`src/rtl/lms_pkg.sv`:
```
// Shared types and timing helpers for the LMS adaptive FIR control sequencer.
package lms_pkg;

  localparam int unsigned LMS_DEFAULT_TAPS = 32;

  typedef enum logic [2:0] {
    ST_IDLE   = 3'd0,
    ST_LOAD   = 3'd1,
    ST_FILTER = 3'd2,
    ST_ERROR  = 3'd3,
    ST_UPDATE = 3'd4,
    ST_DONE   = 3'd5
  } lms_state_t;

  // Both passes run one extra cycle past the last tap to absorb RAM read latency.
  function automatic int unsigned filter_len(input int unsigned n);
    return n + 1;
  endfunction

  function automatic int unsigned update_len(input int unsigned n);
    return n + 1;
  endfunction

endpackage

```
`src/rtl/lms_tap_addr_gen.sv`:
```
// Circular sample-RAM read address: (wr_ptr - k) mod NUM_TAPS, valid for k < NUM_TAPS.
module lms_tap_addr_gen
  import lms_pkg::*;
#(
  parameter int unsigned NUM_TAPS = LMS_DEFAULT_TAPS
) (
  input  logic [$clog2(NUM_TAPS)-1:0] wr_ptr_i,
  input  logic [$clog2(NUM_TAPS)-1:0] k_i,
  output logic [$clog2(NUM_TAPS)-1:0] tap_addr_o
);

  localparam int unsigned ADDR_W = $clog2(NUM_TAPS);
  localparam int unsigned SUM_W  = ADDR_W + 1;

  logic [SUM_W-1:0] sum_c;

  // Bias by N so the subtraction never underflows; one conditional subtract folds it back.
  always_comb begin
    sum_c = {1'b0, wr_ptr_i} + SUM_W'(NUM_TAPS) - {1'b0, k_i};
    if (sum_c >= SUM_W'(NUM_TAPS)) begin
      tap_addr_o = ADDR_W'(sum_c - SUM_W'(NUM_TAPS));
    end else begin
      tap_addr_o = ADDR_W'(sum_c);
    end
  end

endmodule

```
`src/rtl/lms_sequencer.sv`:
```
// Sequencer for a time-multiplexed LMS FIR: load, filter pass, error latch, coefficient update.
// Optional macro LMS_ADAPT_GATE_EN adds adapt_en_in to skip the update pass.
module lms_sequencer
  import lms_pkg::*;
#(
  parameter int unsigned NUM_TAPS = LMS_DEFAULT_TAPS
) (
  input  logic                        clk_in,
  input  logic                        rst_in,
  input  logic                        ready_in,
`ifdef LMS_ADAPT_GATE_EN
  input  logic                        adapt_en_in,
`endif
  output logic                        sample_we_out,
  output logic [$clog2(NUM_TAPS)-1:0] sample_addr_out,
  output logic [$clog2(NUM_TAPS)-1:0] coeff_raddr_out,
  output logic                        coeff_we_out,
  output logic [$clog2(NUM_TAPS)-1:0] coeff_waddr_out,
  output logic                        mac_clr_out,
  output logic                        mac_en_out,
  output logic                        err_latch_out,
  output logic                        done_out,
  output logic                        busy_out,
  output logic                        overrun_out
);

  localparam int unsigned ADDR_W     = $clog2(NUM_TAPS);
  localparam int unsigned K_W        = $clog2(NUM_TAPS + 1);
  localparam int unsigned FILTER_LEN = filter_len(NUM_TAPS);
  localparam int unsigned UPDATE_LEN = update_len(NUM_TAPS);

  lms_state_t        state_q, state_d;
  logic [K_W-1:0]    k_q, k_d;
  logic [ADDR_W-1:0] wr_ptr_q, wr_ptr_d;
  logic              overrun_q, overrun_d;

  logic [ADDR_W-1:0] tap_addr;
  logic [ADDR_W-1:0] k_addr;
  logic              tap_valid;

  assign k_addr    = ADDR_W'(k_q);
  assign tap_valid = (k_q < K_W'(NUM_TAPS));

  lms_tap_addr_gen #(
    .NUM_TAPS (NUM_TAPS)
  ) u_tap_addr_gen (
    .wr_ptr_i   (wr_ptr_q),
    .k_i        (k_addr),
    .tap_addr_o (tap_addr)
  );

  always_ff @(posedge clk_in or posedge rst_in) begin
    if (rst_in) begin
      state_q   <= ST_IDLE;
      k_q       <= '0;
      wr_ptr_q  <= '0;
      overrun_q <= 1'b0;
    end else begin
      state_q   <= state_d;
      k_q       <= k_d;
      wr_ptr_q  <= wr_ptr_d;
      overrun_q <= overrun_d;
    end
  end

  // Next-state, tap counter and write pointer.
  always_comb begin
    state_d   = state_q;
    k_d       = k_q;
    wr_ptr_d  = wr_ptr_q;
    overrun_d = ready_in && (state_q != ST_IDLE);
    case (state_q)
      ST_IDLE: begin
        k_d = '0;
        if (ready_in) begin
          state_d = ST_LOAD;
        end
      end
      ST_LOAD: begin
        k_d     = '0;
        state_d = ST_FILTER;
      end
      ST_FILTER: begin
        if (k_q == K_W'(FILTER_LEN - 1)) begin
          k_d     = '0;
          state_d = ST_ERROR;
        end else begin
          k_d = k_q + K_W'(1);
        end
      end
      ST_ERROR: begin
        k_d     = '0;
        state_d = ST_UPDATE;
`ifdef LMS_ADAPT_GATE_EN
        if (!adapt_en_in) begin
          state_d = ST_DONE;
        end
`endif
      end
      ST_UPDATE: begin
        if (k_q == K_W'(UPDATE_LEN - 1)) begin
          k_d     = '0;
          state_d = ST_DONE;
        end else begin
          k_d = k_q + K_W'(1);
        end
      end
      ST_DONE: begin
        k_d     = '0;
        state_d = ST_IDLE;
        // Explicit wrap so non-power-of-two tap counts stay in range.
        if (wr_ptr_q == ADDR_W'(NUM_TAPS - 1)) begin
          wr_ptr_d = '0;
        end else begin
          wr_ptr_d = wr_ptr_q + ADDR_W'(1);
        end
      end
      default: begin
        k_d     = '0;
        state_d = ST_IDLE;
      end
    endcase
  end

  // Output decode from registered state only; ready_in never reaches an output.
  always_comb begin
    sample_we_out   = 1'b0;
    sample_addr_out = '0;
    coeff_raddr_out = '0;
    coeff_we_out    = 1'b0;
    coeff_waddr_out = '0;
    mac_clr_out     = 1'b0;
    mac_en_out      = 1'b0;
    err_latch_out   = 1'b0;
    done_out        = 1'b0;
    busy_out        = (state_q != ST_IDLE);
    overrun_out     = overrun_q;
    case (state_q)
      ST_LOAD: begin
        sample_we_out   = 1'b1;
        sample_addr_out = wr_ptr_q;
        mac_clr_out     = 1'b1;
      end
      ST_FILTER: begin
        if (tap_valid) begin
          sample_addr_out = tap_addr;
          coeff_raddr_out = k_addr;
        end
        mac_en_out = (k_q != '0);
      end
      ST_ERROR: begin
        err_latch_out = 1'b1;
      end
      ST_UPDATE: begin
        if (tap_valid) begin
          sample_addr_out = tap_addr;
          coeff_raddr_out = k_addr;
        end
        // Write-back trails the read by one cycle.
        if (k_q != '0) begin
          coeff_we_out    = 1'b1;
          coeff_waddr_out = ADDR_W'(k_q - K_W'(1));
        end
      end
      ST_DONE: begin
        done_out = 1'b1;
      end
      default: begin
      end
    endcase
  end

endmodule

```
`config.mk`:
```
export PLATFORM = sky130hd
export DESIGN_NAME = lms_sequencer
export DESIGN_NICKNAME = d
export VERILOG_FILES = /design/src/rtl/lms_pkg.sv /design/src/rtl/lms_tap_addr_gen.sv /design/src/rtl/lms_sequencer.sv
export SDC_FILE = /design/constraint.sdc
export NUM_CORES = 1
export LEC_CHECK = 0
export BUFFER_PORTS_ARGS = -buffer_cell sky130_fd_sc_hd__buf_2
export CORE_UTILIZATION = 43
export CTS_BUF_LIST = sky130_fd_sc_hd__clkbuf_8
export CTS_CLUSTER_SIZE = 20
export DETAILED_ROUTE_END_ITERATION = 12
export GPL_ROUTABILITY_DRIVEN = 1
export PLACE_DENSITY_LB_ADDON = 0.1
export SYNTH_ARGS = -nofsm -noshare
export SYNTH_HDL_FRONTEND = slang
export SYNTH_SLANG_ARGS = --single-unit
export TNS_END_PERCENT = 10
```
`constraint.sdc`:
```
create_clock -name clk_in -period 6.4 [get_ports clk_in]
set_clock_uncertainty 0.2 [all_clocks]
set_input_delay 0 -clock clk_in [delete_from_list [all_inputs] [get_ports clk_in]]
set_output_delay 0 -clock clk_in [all_outputs]
set_load 0.01 [all_outputs]
```
==> metrics.yaml, run 1 <==
timing:
  tightest_slew_ps: 564.2
  period_needed_ps: 2542
  setup_tns_ps: 0
  finalSetupViolCount: 0
  fin_ws_ps: 3858
  slew_violations: 0
  rsz0062_at_grt: "no"
  finalCritPeriodShare_pct: 39.71
  max_clock_freq_mhz: 393.4
  hold_viol_final: 0
  slew_headroom_pct: 62.34
finish:
  final_cell_mix: "buf_2, nor2_1, dfrtp_1, inv_1, nand2_1"
  layout_commonest_cell: "buf_2"
  drive_gt1_share_pct: 20.65
  stdcell_count: 185
  diodes: 0
  synthToLayoutAreaGrowth_pct: 15.51
  final_nets: 169
placement:
  dp_slack_ps: 4126
  dp_cells: 179
  dp_hpwl_mm: 1.743
  io_buffers: 25
  place_congestion: 0.8811
setup_path:
  critical_path_class: "flop to output port"
  r2r_cells: 6
  end_kind: "output port"
  critPathMaxFanout: 4
  cp.required_ps: 6200
  worstPathArrival_ps: 2340
  critPathLaunchType: "flop"
  crit_start: "wr_ptr_q[0]"
  r2r_start: "k_q[1]"
logic_synthesis:
  syn-instance-count: 133
  synth_edf_count: 0
  yosys_warnings: 0
  yosysSeqAreaShare_pct: 33.71
  async_reset_ff_share_pct: 100.0
  syn_area_sq_um: 1114
  avgSynthCellArea_sq_um: 8.373
  ys_seq_elements: 15
  synthesis.nets: 146
  netlist-cell-type-count: 36
  synth_ff_type: "dfrtp_1"
drt:
  first_pass_iters: 4
  drt_iter0_drc: 7
  ant_nets: 0
  viasPerCell: 5.022
  routed_wl_mm: 2.271
  wl_per_cell_um: 12.28
  vias: 929
  drc: 0
clocking:
  post_cts_resized: 0
  htreeDepth: 1
  clk_latency_ps: 250
  numCtsBuffers: 3
  path_clk_slew_ps: 60
  tritoncts: "done"
  cts_setup_buffers: 0
  clockBufferDepth: 2
  hold_buffers: 2
  cts_sinks: 15
  clockRootBuffer: "clkbuf_8"
global_routing:
  grt_max_degree: 16
  grt_pass1_vias: 823
  track_usage_pct: 18.00
  grt_antenna_before_repair: 0
  grt_first_pass_wirelength_mm: 3.615
  grt_overflow: 0
die:
  boundaryPins: 26
  row_count: 18
  initial_core_util_pct: 45.36
  core_sq_um: 2455
  fp.dieW_um: 52.89
  die_area_sq_um: 2797
  die_y_um: 52.89
power_and_ir_drop:
  irDropWorstVdd_mv: 0.1217
  leakage_nw: 0.6846
  total_power_uw: 175.9
  pwr_density_cell_nw_per_um2: 136.7
run:
  cap_violations: 0
status:
  outcome: "finished, final reports clean"
min_path:
  hold_path.class: "input port to asynchronous set/reset pin"
[routing by layer]
layer	vias to the layer above	routed length (um)	global-route usage, %
met3	4	104	3.161
met1	421	1088	22.87
li1	477	-	-
met2	27	1046	29.54
met5	-	0	0
met4	0	31	7.895
[path summary, 6_finish.rpt]
| check | slack (ps) | end |
|---|---|---|
| min in group clk_in | 320 | overrun_out |
| worst min-delay path | 140 | wr_ptr_q[1] |
| worst min register to register | 360 | k_q[0] |
| max in group asynchronous | 5490 | k_q[2] |
| worst max register to register | 4620 | k_q[5] |
| worst max-delay path | 3860 | sample_addr_out[4] |
[synthesized netlist by cell type, drive strengths merged, types with 3 or more instances]
cell   number  area share [%]
inv        12             4.0
nand2      12             4.0
and2        4             2.2
buf         8             4.6
nor2       21             7.1
nor3        3             1.3
nor3b       3             2.0
nand3       5             2.2
dfrtp      15              34
o21ai       8             3.6
ha          9              10
xnor2       8             7.0
[flip-flops by register name, indices dropped and copies added, names as in the netlist]
signal       cells
k_q              6
overrun_out      1
state_q          3
wr_ptr_q         5
[logic make-up (layout without fill, tap and decap cells)]
| logic type | after synthesis | count (layout) | synth area share (%) |
|---|---|---|---|
| multiplexers | 1 | 1 | 1.011 |
| AO/OA/AOI/OAI | 18 | 18 | 10.45 |
| adder cells (fa/ha/maj) | 10 | 10 | 11.91 |
| XOR/XNOR | 10 | 10 | 8.540 |
| buffers and inverters | 21 | 43 | 8.987 |
| flip-flops | 15 | 15 | 33.71 |
| AND/OR/NAND/NOR | 58 | 58 | 25.39 |
[critical path: stages, from the launching register on]
cell     delay, ps
dfrtp_1        410
inv_1          100
ha_1           160
inv_1           50
fa_1           400
a211o_1        330
a21o_1         170
a211o_1        280
o21ai_1         60
buf_2          140
[layout make-up]
type | count | area [sq um]
clock buffer | 3 | 41.29
clock inverter | 1 | 3.754
fill | 244 | 1169
inverter | 12 | 45.04
multi-input combinational | 97 | 638.1
sequential | 15 | 375.4
tap | 30 | 37.54
timing repair buffer | 27 | 145.1
[power by group]
part	leakage, nW	switching (mW)	internal (mW)
clock	0.0269	0.0341	0.0425
sequential	0.187	0.0000512	0.0952
combinational	0.471	0.00245	0.00162
[metrics by stage]
stage                     hold WS, ps  instance area, sq um  util (%)
after floorplan                -298.5                  1114         -
after global placement         -110.5                  1221     49.75
after detailed placement       -105.8                  1221     49.75
after CTS                       171.7                  1286     52.40
after global routing            188.3                  1286     52.40
final                           139.0                  1286     52.40
Note: power is estimated with default switching activity, not from simulation.
==> inputs of run 2 (changes only) <==
- clock period: 6.4 -> 2.4 ns (I/O delays scaled with it)
==> run 2 against run 1 <==
  * First-iteration DRC count up 14%
  * Combinational power grew to 2.7 times the previous value
  * Clock-buffer cell count stayed put
  * Worst hold slack improved by 7.7 ps
  * Largest power group unchanged
  * Register-to-register slack got worse by 4100 ps
==> metrics.yaml, run 2 (synthesis results as in run 1) <==
global_routing:
  use_met3_pct: 2.586  # -0.57 points
  grt_max_degree: 16  # unchanged
  grt_overflow: 0  # unchanged
  grtUsageMet1_pct: 26.34  # +3.5 points
  grt_pass1_vias: 877  # +6.6%
  grt_first_pass_wirelength_mm: 3.822  # +5.7%
  grt_antenna_before_repair: 0  # unchanged
  track_usage_pct: 19.39  # +1.4 points
  grt_busiest_layer: "met2"
  grt_use_met2_pct: 30.17  # +0.63 points
drt:
  first_pass_iters: 4  # unchanged
  ant_nets: 0  # unchanged
  routed_wl_mm: 2.401  # +5.7%
  vias: 967  # +4.1%
  wl_per_cell_um: 12.31  # +0.30%
  drc: 0  # unchanged
  viasPerCell: 4.959  # -1.2%
  drt_iter0_drc: 8  # +1
finish:
  largestRegisters: "k_q: 6 flops, wr_ptr_q: 5 flops, state_q: 3 flops"
  largest_register_ff_count: 6  # unchanged
  largest-register: "k_q"
  stdcell_count: 195  # +5.4%
  final_cell_mix: "buf_2, nor2_1, dfrtp_1, nand2_1, inv_1"
  layout_commonest_cell: "buf_2"
  fin_area_sq_um: 1379  # +7.2%
  fillers: 228  # -6.6%
  drive_gt1_share_pct: 28.48  # +7.8 points
  final_nets: 179  # +5.9%
  diodes: 0  # unchanged
  synthToLayoutAreaGrowth_pct: 23.82
die:
  row_count: 18  # unchanged
  die_area_sq_um: 2797  # unchanged
  core_sq_um: 2455  # unchanged
  fp.dieW_um: 52.89  # unchanged
  boundaryPins: 26  # unchanged
  die_y_um: 52.89  # unchanged
  initial_core_util_pct: 45.36  # unchanged
clocking:
  clk_latency_ps: 250  # about the same
  tritoncts: "done"
  clockBufferDepth: 2  # unchanged
  htreeDepth: 1  # unchanged
  path_clk_slew_ps: 60  # about the same
  numCtsBuffers: 3  # unchanged
  clockRootBuffer: "clkbuf_8"
  cts_sinks: 15  # unchanged
setup_path:
  r2r_cells: 7  # +1
  worstPathArrival_ps: 2200  # -140 ps
  critPathLaunchType: "flop"
  cp.required_ps: 2200  # -4000 ps
  reg2reg_to: "k_q[5]"
  critical_path_class: "flop to output port"
  critPathMaxFanout: 2  # -2
  r2r_start: "k_q[0]"
  r2r_slack_ps: 520  # -4100 ps
  end_kind: "output port"
timing:
  slew_violations: 0  # unchanged
  finalSetupViolCount: 0  # unchanged
  finalCritPeriodShare_pct: 99.85
  setup_tns_ps: 0  # unchanged
  slew_headroom_pct: 60.81  # -1.5 points
  max_clock_freq_mhz: 417.3
  hold_viol_final: 0  # unchanged
  period_needed_ps: 2396
  rsz0062_at_grt: "yes"
  tightest_slew_ps: 587.2  # +22.92 ps
power_and_ir_drop:
  irDropWorstVdd_mv: 0.3020  # +150%
  pwr_density_cell_nw_per_um2: 339.6  # +150%
  leakage_nw: 0.7300  # +6.6%
placement:
  io_buffers: 25  # unchanged
  place_congestion: 0.8237  # -6.5%
  postPlaceCellArea_sq_um: 1236  # +1.2%
  dp_hpwl_mm: 1.712  # -1.8%
  dp_cells: 181  # +1.1%
min_path:
  hold_path.class: "input port to asynchronous set/reset pin"
status:
  outcome: "finished, final reports clean"
run:
  cap_violations: 0  # unchanged
[run 2: cell count changes in the layout (fill, tap and decap cells not counted), sizes merged]
cell / delta
buf: +10
[run 2: per-layer routing]
layer	vias up	wire (um)
met4	0	49
li1	497	-
met5	-	0
met3	5	71
met2	21	1069
met1	444	1211
[run 2: power breakdown]
group	internal [mW]	switching (mW)
logic	0.00431	0.00673
clock network	0.113	0.0899
registers	0.254	0.000129
total	0.372	0.0968
[run 2: worst max path at each step]
stage                     start  depth (start not counted)                 end  slack (ps)
floorplan           wr_ptr_q[0]                          8  sample_addr_out[4]         280
global placement    wr_ptr_q[0]                          9  sample_addr_out[4]         170
detailed placement  wr_ptr_q[0]                          9  sample_addr_out[4]         110
CTS                 wr_ptr_q[0]                          9  sample_addr_out[4]           1
global route        wr_ptr_q[0]                          9  sample_addr_out[4]        -110
finish              wr_ptr_q[0]                          9  sample_addr_out[4]           4
[run 2: critical path, stage by stage, from the launching register on]
cell	delay [ps]
dfrtp_1	400
inv_2	90
ha_4	140
inv_2	30
fa_2	330
a211o_1	320
a21o_1	180
a211o_1	250
o21ai_1	70
buf_2	140
[run 2: what timing repair did]
action                                  4_1_cts  5_1_grt
buffers inserted                              6        2
pin swaps                                     5        3
gates resized for setup                       4        2
endpoints found under the hold margin        17        0
endpoints found under the setup margin        1        7
hold buffers                                  2        0
[run 2: metrics by stage]
stage	setup slack, ps	utilization [%]	hold WS [ps]	total power, mW
after floorplan	278.6	-	-298.5	0.2634
after global placement	170.7	50.36	-103.3	0.2677
after detailed placement	109.9	50.36	-103.7	0.2677
after CTS	1.497	55.45	174.7	0.4738
after global routing	-112.9	56.17	229.2	0.4914
final	3.581	56.17	146.7	0.4683
[run 2: area by class of cell]
type	instances	area, sq um	share of cell area, %
Multi-Input combinational cell	97	655.6	47.55
Sequential cell	15	375.4	27.22
Timing Repair Buffer	37	220.2	15.97
Inverter	12	45.04	3.267
Clock buffer	3	41.29	2.995
Tap cell	30	37.54	2.722
Clock inverter	1	3.754	0.2722
